### src/rtl/dmem_pkg.sv
// Shared encodings for the data-memory responder: access types, FSM states
// and the wait-counter width.
package dmem_pkg;

  localparam logic [2:0] DM_WORD   = 3'b000;
  localparam logic [2:0] DM_HALF   = 3'b001;
  localparam logic [2:0] DM_HALF_U = 3'b010;
  localparam logic [2:0] DM_BYTE   = 3'b011;
  localparam logic [2:0] DM_BYTE_U = 3'b100;

  localparam int CNT_W = 4;

  typedef enum logic [1:0] {
    S_IDLE = 2'd0,
    S_WAIT = 2'd1,
    S_RESP = 2'd2
  } state_t;

  // Codes above BYTE_U are unassigned and answered with an error.
  function automatic logic type_ok(input logic [2:0] t);
    return t <= DM_BYTE_U;
  endfunction

endpackage

### src/rtl/dmem_lane_align.sv
// Byte-lane steering for stores and lane extraction/extension for loads.
// Purely combinational; unknown types produce no byte enables.
module dmem_lane_align
  import dmem_pkg::*;
(
  input  logic [2:0]  dm_type,
  input  logic [1:0]  lane,
  input  logic [31:0] wdata,
  input  logic [31:0] raw,
  output logic [3:0]  byte_en,
  output logic [31:0] wword,
  output logic [31:0] rext,
  output logic        misalign
);

  logic [7:0]  rbyte;
  logic [15:0] rhalf;

  // Select the addressed byte/half of the stored word, then steer per type.
  always_comb begin
    rbyte    = raw[{lane, 3'b000} +: 8];
    rhalf    = lane[1] ? raw[31:16] : raw[15:0];
    byte_en  = 4'b0000;
    wword    = wdata;
    rext     = '0;
    misalign = 1'b0;
    case (dm_type)
      DM_WORD: begin
        byte_en  = 4'b1111;
        rext     = raw;
        misalign = (lane != 2'b00);
      end
      DM_HALF, DM_HALF_U: begin
        byte_en  = lane[1] ? 4'b1100 : 4'b0011;
        wword    = {2{wdata[15:0]}};
        rext     = (dm_type == DM_HALF) ? {{16{rhalf[15]}}, rhalf} : {16'h0000, rhalf};
        misalign = lane[0];
      end
      DM_BYTE, DM_BYTE_U: begin
        byte_en  = 4'b0001 << lane;
        wword    = {4{wdata[7:0]}};
        rext     = (dm_type == DM_BYTE) ? {{24{rbyte[7]}}, rbyte} : {24'h000000, rbyte};
      end
      default: ;
    endcase
  end

endmodule

### src/rtl/dmem_responder.sv
// Data-memory responder: one access at a time, programmable wait states,
// lane-merged stores and extended loads, error on bad type/alignment/range.
module dmem_responder
  import dmem_pkg::*;
#(
  parameter int DEPTH       = 128,
  parameter int AW          = 7,
  parameter int WAIT_CYCLES = 0
) (
  input  logic        clk,
  input  logic        rstn,
  input  logic        mem_req,
  input  logic        mem_we,
  input  logic [31:0] mem_addr,
  input  logic [31:0] mem_wdata,
  input  logic [2:0]  mem_type,
  output logic [31:0] mem_rdata,
  output logic        mem_ready,
  output logic        mem_err
);

  state_t             state, state_nx;
  logic [CNT_W-1:0]   cnt, cnt_nx;
  logic               accept;

  logic               lat_we;
  logic [31:0]        lat_addr;
  logic [31:0]        lat_wdata;
  logic [2:0]         lat_type;

  logic [31:0]        mem [DEPTH];
  logic [AW-1:0]      idx;
  logic [3:0]         byte_en;
  logic [31:0]        wword;
  logic [31:0]        rext;
  logic               misalign;
  logic               range_err;
  logic               acc_err;

  assign idx = lat_addr[AW+1:2];

  dmem_lane_align u_align (
    .dm_type  (lat_type),
    .lane     (lat_addr[1:0]),
    .wdata    (lat_wdata),
    .raw      (mem[idx]),
    .byte_en  (byte_en),
    .wword    (wword),
    .rext     (rext),
    .misalign (misalign)
  );

  // Range covers both a word index past DEPTH and any stray upper address bit.
  always_comb begin
    range_err = (lat_addr[31:AW+2] != '0) || ({{(32-AW){1'b0}}, idx} >= 32'(DEPTH));
    acc_err   = !type_ok(lat_type) || misalign || range_err;
  end

  // State and wait-counter registers.
  always_ff @(posedge clk or negedge rstn) begin
    if (!rstn) begin
      state <= S_IDLE;
      cnt   <= '0;
    end else begin
      state <= state_nx;
      cnt   <= cnt_nx;
    end
  end

  // Next state: accept only in IDLE, so the ready cycle never re-accepts.
  always_comb begin
    state_nx = state;
    cnt_nx   = cnt;
    accept   = 1'b0;
    case (state)
      S_IDLE: begin
        if (mem_req) begin
          accept   = 1'b1;
          cnt_nx   = CNT_W'(WAIT_CYCLES);
          state_nx = (WAIT_CYCLES > 0) ? S_WAIT : S_RESP;
        end
      end
      S_WAIT: begin
        cnt_nx = cnt - 1'b1;
        if (cnt <= CNT_W'(1)) state_nx = S_RESP;
      end
      S_RESP:  state_nx = S_IDLE;
      default: state_nx = S_IDLE;
    endcase
  end

  // Capture the request; later changes on the bus are ignored until IDLE.
  always_ff @(posedge clk or negedge rstn) begin
    if (!rstn) begin
      lat_we    <= 1'b0;
      lat_addr  <= '0;
      lat_wdata <= '0;
      lat_type  <= DM_WORD;
    end else if (accept) begin
      lat_we    <= mem_we;
      lat_addr  <= mem_addr;
      lat_wdata <= mem_wdata;
      lat_type  <= mem_type;
    end
  end

  // Storage is not reset; a store lands at the end of the RESP cycle.
  always_ff @(posedge clk) begin
    if (state == S_RESP && lat_we && !acc_err) begin
      for (int i = 0; i < 4; i++) begin
        if (byte_en[i]) mem[idx][8*i +: 8] <= wword[8*i +: 8];
      end
    end
  end

  // Response outputs exist only in RESP; stores and errors return zero data.
  always_comb begin
    mem_ready = (state == S_RESP);
    mem_err   = mem_ready && acc_err;
    mem_rdata = (mem_ready && !lat_we && !acc_err) ? rext : '0;
  end

endmodule

### config.mk
export PLATFORM = sky130hd
export DESIGN_NAME = dmem_responder
export DESIGN_NICKNAME = d
export VERILOG_FILES = /design/src/rtl/dmem_pkg.sv /design/src/rtl/dmem_lane_align.sv /design/src/rtl/dmem_responder.sv
export SDC_FILE = /design/constraint.sdc
export NUM_CORES = 2
export LEC_CHECK = 0
export ABC_AREA = 0
export CAP_MARGIN = 20
export CORE_MARGIN = 3
export CORE_UTILIZATION = 43
export CTS_BUF_LIST = sky130_fd_sc_hd__clkbuf_4 sky130_fd_sc_hd__clkbuf_8 sky130_fd_sc_hd__clkbuf_16
export CTS_CLUSTER_DIAMETER = 200
export DETAILED_ROUTE_END_ITERATION = 10
export PLACE_DENSITY_LB_ADDON = 0.08
export SETUP_SLACK_MARGIN = 0.15
export SYNTH_ARGS = -nofsm -noshare
export SYNTH_HDL_FRONTEND = slang
export SYNTH_SLANG_ARGS = --single-unit
### constraint.sdc
create_clock -name clk -period 9.02 [get_ports clk]
set_input_delay 1.353 -clock clk [delete_from_list [all_inputs] [get_ports clk]]
set_output_delay 1.353 -clock clk [all_outputs]
set_load 0.02 [all_outputs]
==> summary.txt <==
Worst setup path
  • Critical path class: reg -> out
  • Worst Setup End Kind: output pin
  • Worst Path Required: 7.67 ns
  • Crit path DAT: 7.11 ns
  • Worst-path fanout max: 35
  • Worst setup SP type: flop

CTS
  • TritonCTS clock tree: yes
  • Cts repair resizes: 0
  • H-tree Lvls: 5
  • Setup bufs post-CTS: 0
  • Post-CTS Hold Buffers: 0
  • Clk Latency, worst-skew pair: 1.03 ns
  • CTS root buf: clkbuf_16
  • Clock slew seen by the registers of the worst setup and hold paths: 0.06 ns
  • Number of CTS-inserted buffers: 439
  • Longest Clk Path Bufs: 4
  • CTS Sinks: 4165

STA
  • Slew HR: 0.0487
  • # setup viols final: 0
  • Final hold violation count: 0
  • Final setup TNS: 0 ns
  • Skew final: 0.0491 ns
  • Final worst path period share: 0.939
  • Final Max Slew Viols: 0
  • Post-route setup slack: 0.553 ns
  • Fmax: 118 MHz
  • Crit path time final: 8.47 ns
  • RSZ-0062 raised after global routing: false
  • Worst Tran Pin Value: 1.42 ns

Drt
  • Residual DRC: 0
  • Number of vias per cell: 6.73
  • Via count: 102000
  • Routed wire length: 679000 microns
  • Drt pass-1 iters: 8
  • WL/cell: 44.7 microns
  • Detail Route Antenna Nets: 0
  • 1st-iter DRT viols: 17600

Synthesis
  • Post-Syn Instances: 9353
  • #FFs+latches synth: 4165
  • Synth warnings: 0
  • Main synth FF type: edfxtp_1
  • Seq/Total Area, Yosys: 0.771
  • Mapped Area: 162000 sq um
  • EDFF count, synth: 4096
  • Net count after synthesis: 9424
  • Post-synthesis average cell area: 17.3 sq um
  • Cell variety after synth: 97
  • Post-synth ARST share: 0.0166

Die
  • IO Pins: 105
  • Row count: 224
  • DIE HEIGHT: 619 microns
  • Initial Utilization: 0.433
  • Die width: 619 microns
  • Core area: 373000 sq um
  • Die footprint: 384000 sq um

Final layout
  • Area delta synth->final: 14.9%
  • Filler cells: 31100
  • Fraction of layout cells with a size suffix above 1: 0.180
  • Nets: 9831
  • Non-Filler Instances: 15200

Pwr
  • Sw Share: 0.281
  • P per Cell Area: 260 nW/um^2
  • Sw Pwr: 13600 uW
  • Internal: 34700 uW
  • Clock power frac: 0.380
  • Combinational Power Share: 0.150
  • Leak: 0.0580 uW
  • Register share of total power: 0.470
  • VDD IR max: 0.175 mV

GRT
  • Initial antenna violation count: 89
  • Vias in the first global route: 94800
  • Pin count of the biggest net entering global routing: 129
  • First-pass GRT wire length: 895000 microns
  • Gr usage total: 0.348
  • Total gr overflow: 0

Run
  • Max-cap viol count: 0

Placed design
  • Port bufs: 104
  • Final HPWL DP: 428000 microns
  • GP Congestion: 0.933
  • Dpl cells: 14200
  • Setup WS pre-CTS: 1.75 ns

Worst hold path
  • Min-Delay Path Class: in -> async

Status
  • Status: complete, no violations
==> Yosys cell counts (58+ instances only) <==
library cell  count  area share
nor2_1          783       0.018
mux2i_1         412       0.025
a221oi_1        367       0.020
a22oi_1         456       0.021
dfrtp_1          69       0.011
o22ai_1          80      0.0031
a221o_1          85      0.0053
a22o_1          125      0.0068
edfxtp_1       4096        0.76
o211ai_1         58      0.0027
nand2_1         416      0.0097
buf_1            82      0.0019
mux2_2          294       0.020
a21oi_1         380       0.012
clkbuf_1        211      0.0049
buf_4            61      0.0028
o21ai_0         231      0.0071
buf_2           254      0.0079
mux4_2          182       0.025
a31oi_1          98      0.0038
==> final timing paths <==
path,start,end,slack (ns),cells after the start
max in group asynchronous,rstn,lat_wdata[7],7.65,2
min reg2reg,lat_addr[23],lat_addr[23],0.51,1
max reg2reg,lat_addr[7],mem[113][10],3.27,7
min,rstn,lat_addr[14],0.21,1
min in group clk,lat_addr[23],lat_addr[23],0.51,1
max,lat_addr[2],mem_rdata[3],0.55,12
==> power groups by stage <==
| stage | clock network [uW] | registers (uW) | logic, uW |
|---|---|---|---|
| final | 18400 | 22700 | 7230 |
| after global routing | 19200 | 22700 | 7240 |
| after CTS | 18400 | 22700 | 6990 |
| after detailed placement | 0 | 23100 | 6980 |
| after global placement | 0 | 23100 | 6890 |
| after floorplan | 0 | 23200 | 3190 |
==> metal layers <==
metal  share of wire  vias to the layer above  track usage  wire, microns
met5          0.0011                        -       0.0107            763
met4           0.066                       38        0.208          44900
met2            0.43                     7858        0.500         294000
li1                -                    38900            -              -
met1            0.38                    53800        0.471         256000
met3            0.12                     1574       0.0976          83400
==> kinds of logic (layout without fill, tap and decap cells) <==
| group | Yosys count | after routing | synth area share |
|---|---|---|---|
| muxes | 926 | 926 | 0.0740 |
| AOI/OAI and AO/OA | 2154 | 2154 | 0.0957 |
| DFF | 4165 | 4165 | 0.771 |
| xor gates and xnor gates | 1 | 1 | 0.0000542 |
| buffers and inverters | 677 | 1447 | 0.0219 |
| other | 0 | 89 | 0 |
| and+or+nand+nor | 1430 | 1430 | 0.0371 |
==> flip-flops by register name, summed over array words and instances (netlist names) <==
name and count:
mem 4096, lat_addr 32, lat_wdata 32, lat_type 3, lat_we 1, state 1
==> cells in the final DEF, fill, tap and decap left out, types with 85 or more instances in the layout <==
master / instances
a31oi_1: 98
clkbuf_4: 94
mux4_2: 182
mux2_2: 286
o21ai_0: 228
a221o_1: 85
buf_4: 404
clkbuf_16: 443
nor2_1: 768
a21oi_1: 372
a22o_1: 125
a221oi_1: 367
edfxtp_1: 4096
a22oi_1: 456
diode_2: 89
nand2_1: 404
clkinv_1: 104
mux2i_1: 412
clkdlybuf4s50_1: 103
==> area by class of cell <==
cell class,instances,area [sq um],share of cell area
Antenna cell,89,223,0.00120
Clock buffer,539,11800,0.0636
Clock inverter,265,2650,0.0142
Inverter,12,70.1,0.000377
Multi-Input combinational cell,4511,33900,0.183
Sequential cell,4165,125000,0.672
Tap cell,4972,6220,0.0335
Timing Repair Buffer,631,6070,0.0327
==> through the flow <==
stage	area [sq um]	util	hold slack, ns	power [uW]
final	186000	0.498	0.206	48300
after global routing	186000	0.497	0.208	49200
after CTS	185000	0.495	0.173	48100
after detailed placement	170000	0.457	0.498	30100
after global placement	170000	0.454	0.492	30000
after floorplan	162000	-	0.477	26400
==> worst max-delay path: stages, from the launching register on <==
cell	delay, ns
dfrtp_4	0.75
buf_4	0.39
nor3_4	0.85
buf_4	0.51
buf_4	0.37
a2111oi_0	0.21
a311oi_1	0.86
o22ai_1	0.33
o221ai_1	0.35
buf_4	0.32
nand2_1	0.10
a41oi_1	0.30
clkdlybuf4s50_1	0.67
No activity file was read; power rests on OpenSTA's default activity.
